--- src/rtl/mul_acc_iter_pkg.sv ---
// Shared definitions for the iterative multiply / multiply-accumulate unit.
// Handshake constants mirror the divider so the execute stage treats both alike.
package mul_acc_iter_pkg;

    typedef enum logic [1:0] {
        MulIdle = 2'b00,
        MulCalc = 2'b01,
        MulFix  = 2'b10,
        MulDone = 2'b11
    } mul_state_e;

    typedef enum logic [1:0] {
        MulModeMul  = 2'b00,
        MulModeMadd = 2'b01,
        MulModeMsub = 2'b10
    } mul_mode_e;

    localparam logic MulStart          = 1'b1;
    localparam logic MulStop           = 1'b0;
    localparam logic MulResultReady    = 1'b1;
    localparam logic MulResultNotReady = 1'b0;

    function automatic bit radix_legal(input int width, input int radix);
        return ((radix == 1) || (radix == 2) || (radix == 4) || (radix == 8)) &&
               ((width % radix) == 0);
    endfunction

endpackage

--- src/rtl/mul_acc_iter_if.sv ---
// Execute-stage <-> multiplier handshake bus; master is the execute stage.
interface mul_acc_iter_if #(
    parameter int WIDTH = 32
);
    logic                 start_i;
    logic                 annul_i;
    logic                 signed_i;
    logic [1:0]           mode_i;
    logic [WIDTH-1:0]     opdata1_i;
    logic [WIDTH-1:0]     opdata2_i;
    logic [2*WIDTH-1:0]   acc_i;
    logic [2*WIDTH-1:0]   result_o;
    logic                 ready_o;
    logic                 busy_o;

    modport master (
        output start_i, annul_i, signed_i, mode_i, opdata1_i, opdata2_i, acc_i,
        input  result_o, ready_o, busy_o
    );

    modport slave (
        input  start_i, annul_i, signed_i, mode_i, opdata1_i, opdata2_i, acc_i,
        output result_o, ready_o, busy_o
    );
endinterface

--- src/rtl/mul_pp_step.sv ---
// Combinational partial product: mcand times a RADIX_BITS multiplier slice,
// positioned at the current digit's weight within the double-width product.
module mul_pp_step #(
    parameter int WIDTH      = 32,
    parameter int RADIX_BITS = 2,
    parameter int SH_W       = 6
) (
    input  logic [WIDTH-1:0]      mcand_i,
    input  logic [RADIX_BITS-1:0] slice_i,
    input  logic [SH_W-1:0]       shamt_i,
    output logic [2*WIDTH-1:0]    addend_o
);
    logic [2*WIDTH-1:0] pp;

    always_comb begin
        pp       = {{WIDTH{1'b0}}, mcand_i} * {{(2*WIDTH-RADIX_BITS){1'b0}}, slice_i};
        addend_o = pp << shamt_i;
    end
endmodule

--- src/rtl/mul_acc_iter.sv ---
// Iterative MULT/MADD/MSUB unit: magnitudes are multiplied RADIX_BITS per cycle,
// then sign, msub negation and accumulate are applied in a single FIX cycle.
module mul_acc_iter
    import mul_acc_iter_pkg::*;
#(
    parameter int WIDTH      = 32,
    parameter int RADIX_BITS = 2
) (
    input  logic          clk,
    input  logic          rst,
    mul_acc_iter_if.slave bus
);
    localparam int STEPS = WIDTH / RADIX_BITS;
    localparam int CNT_W = $clog2(STEPS + 1);
    localparam int SH_W  = $clog2(2 * WIDTH);

    if (!radix_legal(WIDTH, RADIX_BITS)) begin : g_bad_radix
        $error("mul_acc_iter: RADIX_BITS must be 1, 2, 4 or 8 and divide WIDTH");
    end

    mul_state_e         state_q, state_d;
    logic [WIDTH-1:0]   mcand_q, mcand_d, mplier_q, mplier_d;
    logic [2*WIDTH-1:0] product_q, product_d, acc_q, acc_d, result_q, result_d;
    logic [CNT_W-1:0]   cnt_q, cnt_d;
    logic [1:0]         mode_q, mode_d;
    logic               neg_q, neg_d, ready_q, ready_d, busy_q, busy_d;
    logic [2*WIDTH-1:0] addend, fix_p;
    logic [SH_W-1:0]    shamt;

    assign shamt = SH_W'(int'(cnt_q) * RADIX_BITS);

    mul_pp_step #(
        .WIDTH      (WIDTH),
        .RADIX_BITS (RADIX_BITS),
        .SH_W       (SH_W)
    ) u_pp_step (
        .mcand_i  (mcand_q),
        .slice_i  (mplier_q[RADIX_BITS-1:0]),
        .shamt_i  (shamt),
        .addend_o (addend)
    );

    always_comb begin
        state_d   = state_q;
        mcand_d   = mcand_q;
        mplier_d  = mplier_q;
        product_d = product_q;
        acc_d     = acc_q;
        cnt_d     = cnt_q;
        mode_d    = mode_q;
        neg_d     = neg_q;
        result_d  = result_q;
        ready_d   = ready_q;
        fix_p     = '0;

        if (bus.annul_i) begin
            state_d  = MulIdle;
            result_d = '0;
            ready_d  = MulResultNotReady;
        end else begin
            case (state_q)
                MulIdle: begin
                    if (bus.start_i == MulStart) begin
                        mode_d    = bus.mode_i;
                        acc_d     = bus.acc_i;
                        neg_d     = bus.signed_i & (bus.opdata1_i[WIDTH-1] ^ bus.opdata2_i[WIDTH-1]);
                        // Most-negative input negates to itself, which is its correct unsigned magnitude.
                        mcand_d   = (bus.signed_i && bus.opdata1_i[WIDTH-1]) ? -bus.opdata1_i : bus.opdata1_i;
                        mplier_d  = (bus.signed_i && bus.opdata2_i[WIDTH-1]) ? -bus.opdata2_i : bus.opdata2_i;
                        product_d = '0;
                        cnt_d     = '0;
                        state_d   = ((bus.opdata1_i == '0) || (bus.opdata2_i == '0)) ? MulFix : MulCalc;
                    end
                end
                MulCalc: begin
                    product_d = product_q + addend;
                    mplier_d  = mplier_q >> RADIX_BITS;
                    cnt_d     = cnt_q + CNT_W'(1);
                    if (cnt_q == CNT_W'(STEPS - 1)) begin
                        state_d = MulFix;
                    end
                end
                MulFix: begin
                    fix_p = neg_q ? -product_q : product_q;
                    if (mode_q == MulModeMsub) begin
                        fix_p = -fix_p;
                    end
                    result_d = ((mode_q == MulModeMadd) || (mode_q == MulModeMsub)) ? fix_p + acc_q : fix_p;
                    ready_d  = MulResultReady;
                    state_d  = MulDone;
                end
                MulDone: begin
                    if (bus.start_i == MulStop) begin
                        state_d  = MulIdle;
                        result_d = '0;
                        ready_d  = MulResultNotReady;
                    end
                end
                default: state_d = MulIdle;
            endcase
        end

        busy_d = (state_d != MulIdle);
    end

    always_ff @(posedge clk) begin
        if (rst) begin
            state_q   <= MulIdle;
            mcand_q   <= '0;
            mplier_q  <= '0;
            product_q <= '0;
            acc_q     <= '0;
            cnt_q     <= '0;
            mode_q    <= '0;
            neg_q     <= 1'b0;
            result_q  <= '0;
            ready_q   <= MulResultNotReady;
            busy_q    <= 1'b0;
        end else begin
            state_q   <= state_d;
            mcand_q   <= mcand_d;
            mplier_q  <= mplier_d;
            product_q <= product_d;
            acc_q     <= acc_d;
            cnt_q     <= cnt_d;
            mode_q    <= mode_d;
            neg_q     <= neg_d;
            result_q  <= result_d;
            ready_q   <= ready_d;
            busy_q    <= busy_d;
        end
    end

    assign bus.result_o = result_q;
    assign bus.ready_o  = ready_q;
    assign bus.busy_o   = busy_q;
endmodule

--- src/flat_wrapper.sv ---
// flat-port wrapper written by rule: the top's interface ports become plain ports
module mul_acc_iter_flat import mul_acc_iter_pkg::*;
#(
    parameter int WIDTH      = 32,
    parameter int RADIX_BITS = 2
)
  (clk, rst, bus_start_i, bus_annul_i, bus_signed_i, bus_mode_i, bus_opdata1_i, bus_opdata2_i, bus_acc_i, bus_result_o, bus_ready_o, bus_busy_o);
  mul_acc_iter_if #(.WIDTH(WIDTH)) bus_i ();
  input  logic clk;
  input  logic rst;
  input wire logic [$bits(bus_i.start_i)-1:0] bus_start_i;
  input wire logic [$bits(bus_i.annul_i)-1:0] bus_annul_i;
  input wire logic [$bits(bus_i.signed_i)-1:0] bus_signed_i;
  input wire logic [$bits(bus_i.mode_i)-1:0] bus_mode_i;
  input wire logic [$bits(bus_i.opdata1_i)-1:0] bus_opdata1_i;
  input wire logic [$bits(bus_i.opdata2_i)-1:0] bus_opdata2_i;
  input wire logic [$bits(bus_i.acc_i)-1:0] bus_acc_i;
  output wire logic [$bits(bus_i.result_o)-1:0] bus_result_o;
  output wire logic [$bits(bus_i.ready_o)-1:0] bus_ready_o;
  output wire logic [$bits(bus_i.busy_o)-1:0] bus_busy_o;
  assign bus_i.start_i = bus_start_i;
  assign bus_i.annul_i = bus_annul_i;
  assign bus_i.signed_i = bus_signed_i;
  assign bus_i.mode_i = bus_mode_i;
  assign bus_i.opdata1_i = bus_opdata1_i;
  assign bus_i.opdata2_i = bus_opdata2_i;
  assign bus_i.acc_i = bus_acc_i;
  assign bus_result_o = bus_i.result_o;
  assign bus_ready_o = bus_i.ready_o;
  assign bus_busy_o = bus_i.busy_o;
  mul_acc_iter #(.WIDTH(WIDTH), .RADIX_BITS(RADIX_BITS)) u_core (.clk(clk), .rst(rst), .bus(bus_i));
endmodule
--- config.mk ---
export PLATFORM = sky130hd
export DESIGN_NAME = mul_acc_iter_flat
export DESIGN_NICKNAME = d
export VERILOG_FILES = /design/src/rtl/mul_acc_iter_pkg.sv /design/src/rtl/mul_acc_iter_if.sv /design/src/rtl/mul_pp_step.sv /design/src/rtl/mul_acc_iter.sv /design/src/flat_wrapper.sv
export SDC_FILE = /design/constraint.sdc
export NUM_CORES = 1
export LEC_CHECK = 0
export CAP_MARGIN = 20
export CORE_ASPECT_RATIO = 0.8
export CORE_UTILIZATION = 45
export DETAILED_ROUTE_END_ITERATION = 16
export PLACE_DENSITY = 0.72
export SLEW_MARGIN = 30
export SYNTH_ARGS = -nofsm -noshare
export SYNTH_HDL_FRONTEND = slang
export SYNTH_HIERARCHICAL = 1
export SYNTH_SLANG_ARGS = --single-unit
--- constraint.sdc ---
create_clock -name clk -period 7.8 [get_ports clk]
set_input_delay 1.17 -clock clk [delete_from_list [all_inputs] [get_ports clk]]
set_output_delay 1.17 -clock clk [all_outputs]
set_load 0.01 [all_outputs]
* Yosys cells after proc, flatten, opt, wreduce, memory -nomap -nowiden
Index checks and enable logic that the tools add are counted.
Storage, ports and cells: output and inout bits 66, word-level logic and storage cells 68, bits in registers 268
Cells by class: multipliers 1, shifts and indexed selects 1, multiplexer cells 23, equal/unequal tests 8, reductions and logical operators 14, bitwise logic cells 3, add/sub/neg operators 7
Operators by type and width (count):
- 2-to-1 mux 64 bit | 7
- case mux 64 bit (2 select lines) | 2
- adder 64 bit | 2
- negation 64 bit | 2
- 2-to-1 mux 32 bit | 3
- logical NOT 32 bit | 2
- negation 32 bit | 2
- case mux 32 bit (2 select lines) | 1
- << shifter 34 x 6 -> 64 bit | 1
- multiplier 32 x 2 -> 34 bit | 1
- 2-to-1 mux 2 bit | 5
- case mux 5 bit (2 select lines) | 1
- case mux 2 bit (4 select lines) | 1
- == test 2 bit, second input constant | 3
- AND reduction 3 bit | 2
- nonzero test 2 bit | 3
- adder 5 x 1 -> 5 bit, second input constant | 1
- == test 5 x 4 -> 1 bit, second input constant | 1
- 2-to-1 mux 5 bit | 1
- == test 2 x 1 -> 1 bit, second input constant | 2
- != test 2 bit, second input constant | 2
- logical AND 1 bit | 2
- logical NOT 2 bit | 1
- logical OR 1 bit | 2
- other kinds (7) | 7

* Logic depth before layout (Yosys ltp)
depth in word-level cells 9, mapped depth 26

* Cells and area by module
The synthesis kept the hierarchy.
Modules (own cells, without submodules):
- mul_acc_iter | area each 22851.9 um2, cells each 3076, seq. area each 5365.1 um2, instances 1
- mul_pp_step | area each 5661.7 um2, cells each 891, seq. area each 0.0 um2, instances 1

* Least setup slack after synthesis
No wires, ideal clock.
path type register -> register, start point register u_core.mplier_q[0], end point register u_core.product_q[63], period minus slack after synthesis 6620 ps, arrival 6492 ps, setup slack 1180 ps, setup time 127 ps, required time 7673 ps, cell stages (with the launch flop) 27, cell sequence dfxtp_1 clkbuf_1 and2_1 ha_1 fa_1 a211oi_1 o211ai_1 a21oi_1 o22ai_1 or3_1 and4_1 or4_1 a211oi_2 nor3_1 a21o_1 ha_1 clkbuf_1 nand2_1 or3_1 or4_1 a211oi_1 o21ai_0 nand2_1 a21oi_1 o311ai_0 mux2i_1 o211ai_1
Between the ends: cells in the longest elaborated chain, start to end 4
Ends and longest elaborated chain:
- from (decl) | RTL line mul_acc_iter.sv:22 | logic [WIDTH-1:0] mcand_q, mcand_d, mplier_q, mplier_d;
- from (signal assigned) | RTL line mul_acc_iter.sv:122 | mplier_q <= mplier_d;
- multiplier 32 x 2 -> 34 bit | RTL line mul_pp_step.sv:16 | pp = {{WIDTH{1'b0}}, mcand_i} * {{(2*WIDTH-RADIX_BITS){1'b0}}, slice_i};
- << shifter 34 x 6 -> 64 bit | RTL line mul_pp_step.sv:17 | addend_o = pp << shamt_i;
- named net u_core.addend[43] | RTL line mul_acc_iter.sv:27 | logic [2*WIDTH-1:0] addend, fix_p;
- adder 64 bit | RTL line mul_acc_iter.sv:76 | product_d = product_q + addend;
- case mux 64 bit (2 select lines) | RTL line mul_acc_iter.sv:61 | case (state_q)
- to (signal assigned) | RTL line mul_acc_iter.sv:123 | product_q <= product_d;
- to (decl) | RTL line mul_acc_iter.sv:23 | logic [2*WIDTH-1:0] product_q, product_d, acc_q, acc_d, result_q, result_d;
The timed path passes the listed nets, and every way through them passes these cells. A chain may end at the register's enable or synchronous reset.

* Worst setup path after layout
Ends and elaborated chain as after synthesis.

==> impl_metrics.py <==
metrics = {
    "status": {
        "status": "completed",
    },
    "cts": {
        "post_cts_resized": 0,
        "htreeDepth": 1,
        "clockBufferDepth": 3,
        "clk_pin_slew_worst_paths_ps": 70,
        "cts.sinks": 268,
        "cts_hold_buf": 0,
        "cts_buffers": 30,
        "cts_tree": "done",
        "cts_root_buffer": "clkbuf_16",
        "clkLatencyLatePin_ps": 630,
        "post_cts.repair.setup_buffers": 0,
    },
    "pwr": {
        "p_leak_nw": 13.11,
        "power.density_nw_per_um2": 118.0,
        "finalPower_mw": 3.787,
        "peakVddDrop_uv": 198.2,
    },
    "worst_setup_path": {
        "startpoint_type": "register",
        "cp_slowest_cell": "or4_1",
        "crit_path_end_kind": "register",
        "criticalPathCategory": "reg2reg",
        "critPathArrivalTime_ps": 7920,
        "path_max_fanout": 21,
        "cp.required_ps": 8280,
        "cpPeakStageDelay_ps": 580,
    },
    "route": {
        "firstDrtPassIters": 6,
        "wirelength_mm": 99.90,
        "drc": 0,
        "viasPerCell": 6.341,
        "routedWlPerCell_um": 20.53,
        "drt_iter0_markers": 3833,
        "final_antenna_net_count": 0,
        "vias": 30850,
    },
    "synthesis": {
        "async_flop_share_pct": 0,
        "synth.avg_cell_area_um2": 7.188,
        "yosys_register_bits": 268,
        "synth_compound_area_share_pct": 31.70,
        "synthXorXnorAreaFrac_pct": 9.241,
        "synth-edff-count": 0,
        "synth_top_family_by_area": "compound AO/OA/AOI/OAI gates",
        "syn_inst": 3967,
        "synth_simple_gate_area_share_pct": 25.62,
        "netlist_area_um2": 28510,
        "yosysUniqueCellTypes": 111,
        "synth-adder-area-share_pct": 7.714,
        "ys_warn_count": 6,
        "yosysSeqAreaShare_pct": 18.82,
        "ys.flop_type": "dfxtp_1",
        "muxShareOfSynthArea_pct": 2.370,
    },
    "global_routing": {
        "antenna_found_initial": 1,
        "first_global_vias": 27160,
        "track_usage_pct": 29.71,
        "grt_pass1_wl_mm": 156.4,
        "overflow": 0,
        "grt_max_degree": 83,
    },
    "finish": {
        "area_delta_synth_final_pct": 12.51,
        "drive_gt1_share_pct": 5.565,
        "num-fill-cells": 6133,
        "fin_cells": 4865,
        "final_nets": 4312,
        "antennaDiodeCount": 0,
        "design_area_um2": 32080,
    },
    "timing": {
        "min_period_ps": 7442,
        "worstMarginPinSlew_ps": 987.6,
        "slew_viol_final": 0,
        "max_slew_margin_pct": 33.55,
        "timing.final.crit_share_pct": 95.41,
        "tns_ps": 0,
        "max_freq_ghz": 0.1344,
        "hold_violations": 0,
        "setup_violations": 0,
        "finClkSkew_ps": 45.23,
        "fin_ws_ps": 358.4,
    },
    "worst_hold_path": {
        "hp-class": "reg2reg",
    },
    "placed_design": {
        "io_buffers": 200,
        "dpl_cell_area_um2": 31030,
        "dpl.hpwl_mm": 77.20,
        "place_congestion": 1.039,
        "post-place-ws_ps": 405.4,
        "placedCellCount": 4811,
    },
    "floorplan": {
        "pin_count": 201,
        "initial_core_util_pct": 45.56,
        "row_count": 82,
        "dieArea_um2": 64380,
        "core_area_um2": 62590,
        "die_h_um": 227.1,
        "die_w_um": 283.4,
    },
    "flow_run": {
        "drv_cap": 0,
    },
}
metrics by stage:
step	utilization (%)	hold WS, ps
2_1_floorplan	-	436.3
3_3_place_gp	49.56	441.6
3_5_place_dp	49.58	450.8
4_1_cts	51.23	459.9
5_1_grt	51.26	480.6
6_report	51.26	459.6
cells in the mapped netlist (all sizes together) (29+ instances only):
library cell	n	share of area, %
o211ai	43	1.1
xor2	135	4.2
nand4	72	1.6
o21ai	247	4.3
o31ai	55	1.4
a211oi	82	2.2
o41ai	41	1.6
a21oi	363	6.4
a21o	98	2.6
a22oi	65	1.7
ha	171	7.5
nor4	46	1.3
xnor2	165	5.1
a31oi	37	0.81
nor2	391	5.1
o21a	31	0.82
inv	77	1.0
clkbuf	226	3.0
nor3	93	1.7
dfxtp	268	19
and2	104	2.3
nand2	486	6.4
or3	58	1.3
nand3	68	1.2
nand2b	32	0.70
or4	29	0.82
worst max-delay path: cells and delay by family (launching register included):
kind                     cells  cell delay, ps
AO/OA/AOI/OAI               11            2710
AND/OR/NAND/NOR              9            2610
adder cells (fa/ha/maj)      3            1170
flip-flops                   1             420
buffers and inverters        1             190
multiplexers                 1             170
metal layers:
metal  global-route usage [%]  vias to the layer above  share of wire, %
met4                    5.597                        2               1.9
met3                    5.210                      119                10
met1                    44.55                    14390                47
li1                         -                    14810                 -
met5                        0                        -             0.013
met2                    44.11                     1527                41
cells in the final DEF, fill, tap and decap left out, types with 18 or more instances in the layout:
master,count
o41ai_1,30
o21ai_0,239
a211o_1,19
o22ai_1,20
a21oi_1,361
and3_1,25
nand3_1,68
nand2_1,485
inv_1,76
nand2b_1,32
o21bai_1,26
nand4_1,70
or4_1,25
and4_1,19
nor3_1,90
nor2_1,386
mux2i_1,23
clkbuf_16,30
a211oi_1,81
o211ai_1,42
nor4_1,36
and2_1,101
xor2_1,134
a31oi_1,37
dfxtp_1,265
o31ai_1,55
ha_1,170
buf_4,50
xnor2_1,165
a22oi_1,65
clkdlybuf4s50_1,199
a21o_1,98
a311oi_1,18
or3_1,58
o21a_1,31
or2_2,18
path summary, 6_finish.rpt:
check | from | to | slack, ps | cells after the start
setup reg to reg | u_core/mplier_q[0] | u_core/product_q[63] | 360 | 25
hold / removal | u_core/mplier_q[31] | u_core/mplier_q[31] | 460 | 2
setup / recovery | u_core/mplier_q[0] | u_core/product_q[63] | 360 | 25
hold reg to reg | u_core/mplier_q[31] | u_core/mplier_q[31] | 460 | 2
kinds of logic after synthesis:
logic type | Yosys count
xor gates and xnor gates | 300
adders and majority gates | 174
buffers and inverters | 334
AOI/OAI and AO/OA | 1342
other | 1
muxes | 50
DFF | 268
and+or+nand+nor | 1498
cell type report:
class	instances	area, um2	area share (%)
multi-input cells	3371	21930	68.36
repair buffers	251	2390	7.450
clock inverters	15	180.2	0.5616
well taps	840	1051	3.276
flip-flops and latches	268	5369	16.74
inverters	81	304.0	0.9478
clock buffers	39	854.6	2.664
sequential cells by signal, indices dropped and copies added, names as in the netlist:
register	flops
u_core/state_q	2
u_core/bus.ready_o	1
u_core/cnt_q	5
u_core/acc_q	64
u_core/neg_q	1
u_core/bus.result_o	64
u_core/bus.busy_o	1
u_core/mode_q	2
u_core/mcand_q	32
u_core/product_q	64
u_core/mplier_q	32
power breakdown:
group | internal [mW] | switching [mW]
Clock | 0.845 | 0.644
Sequential | 1.41 | 0.0409
Combinational | 0.315 | 0.530
Total | 2.57 | 1.22
(Power assumes the default switching activity.)
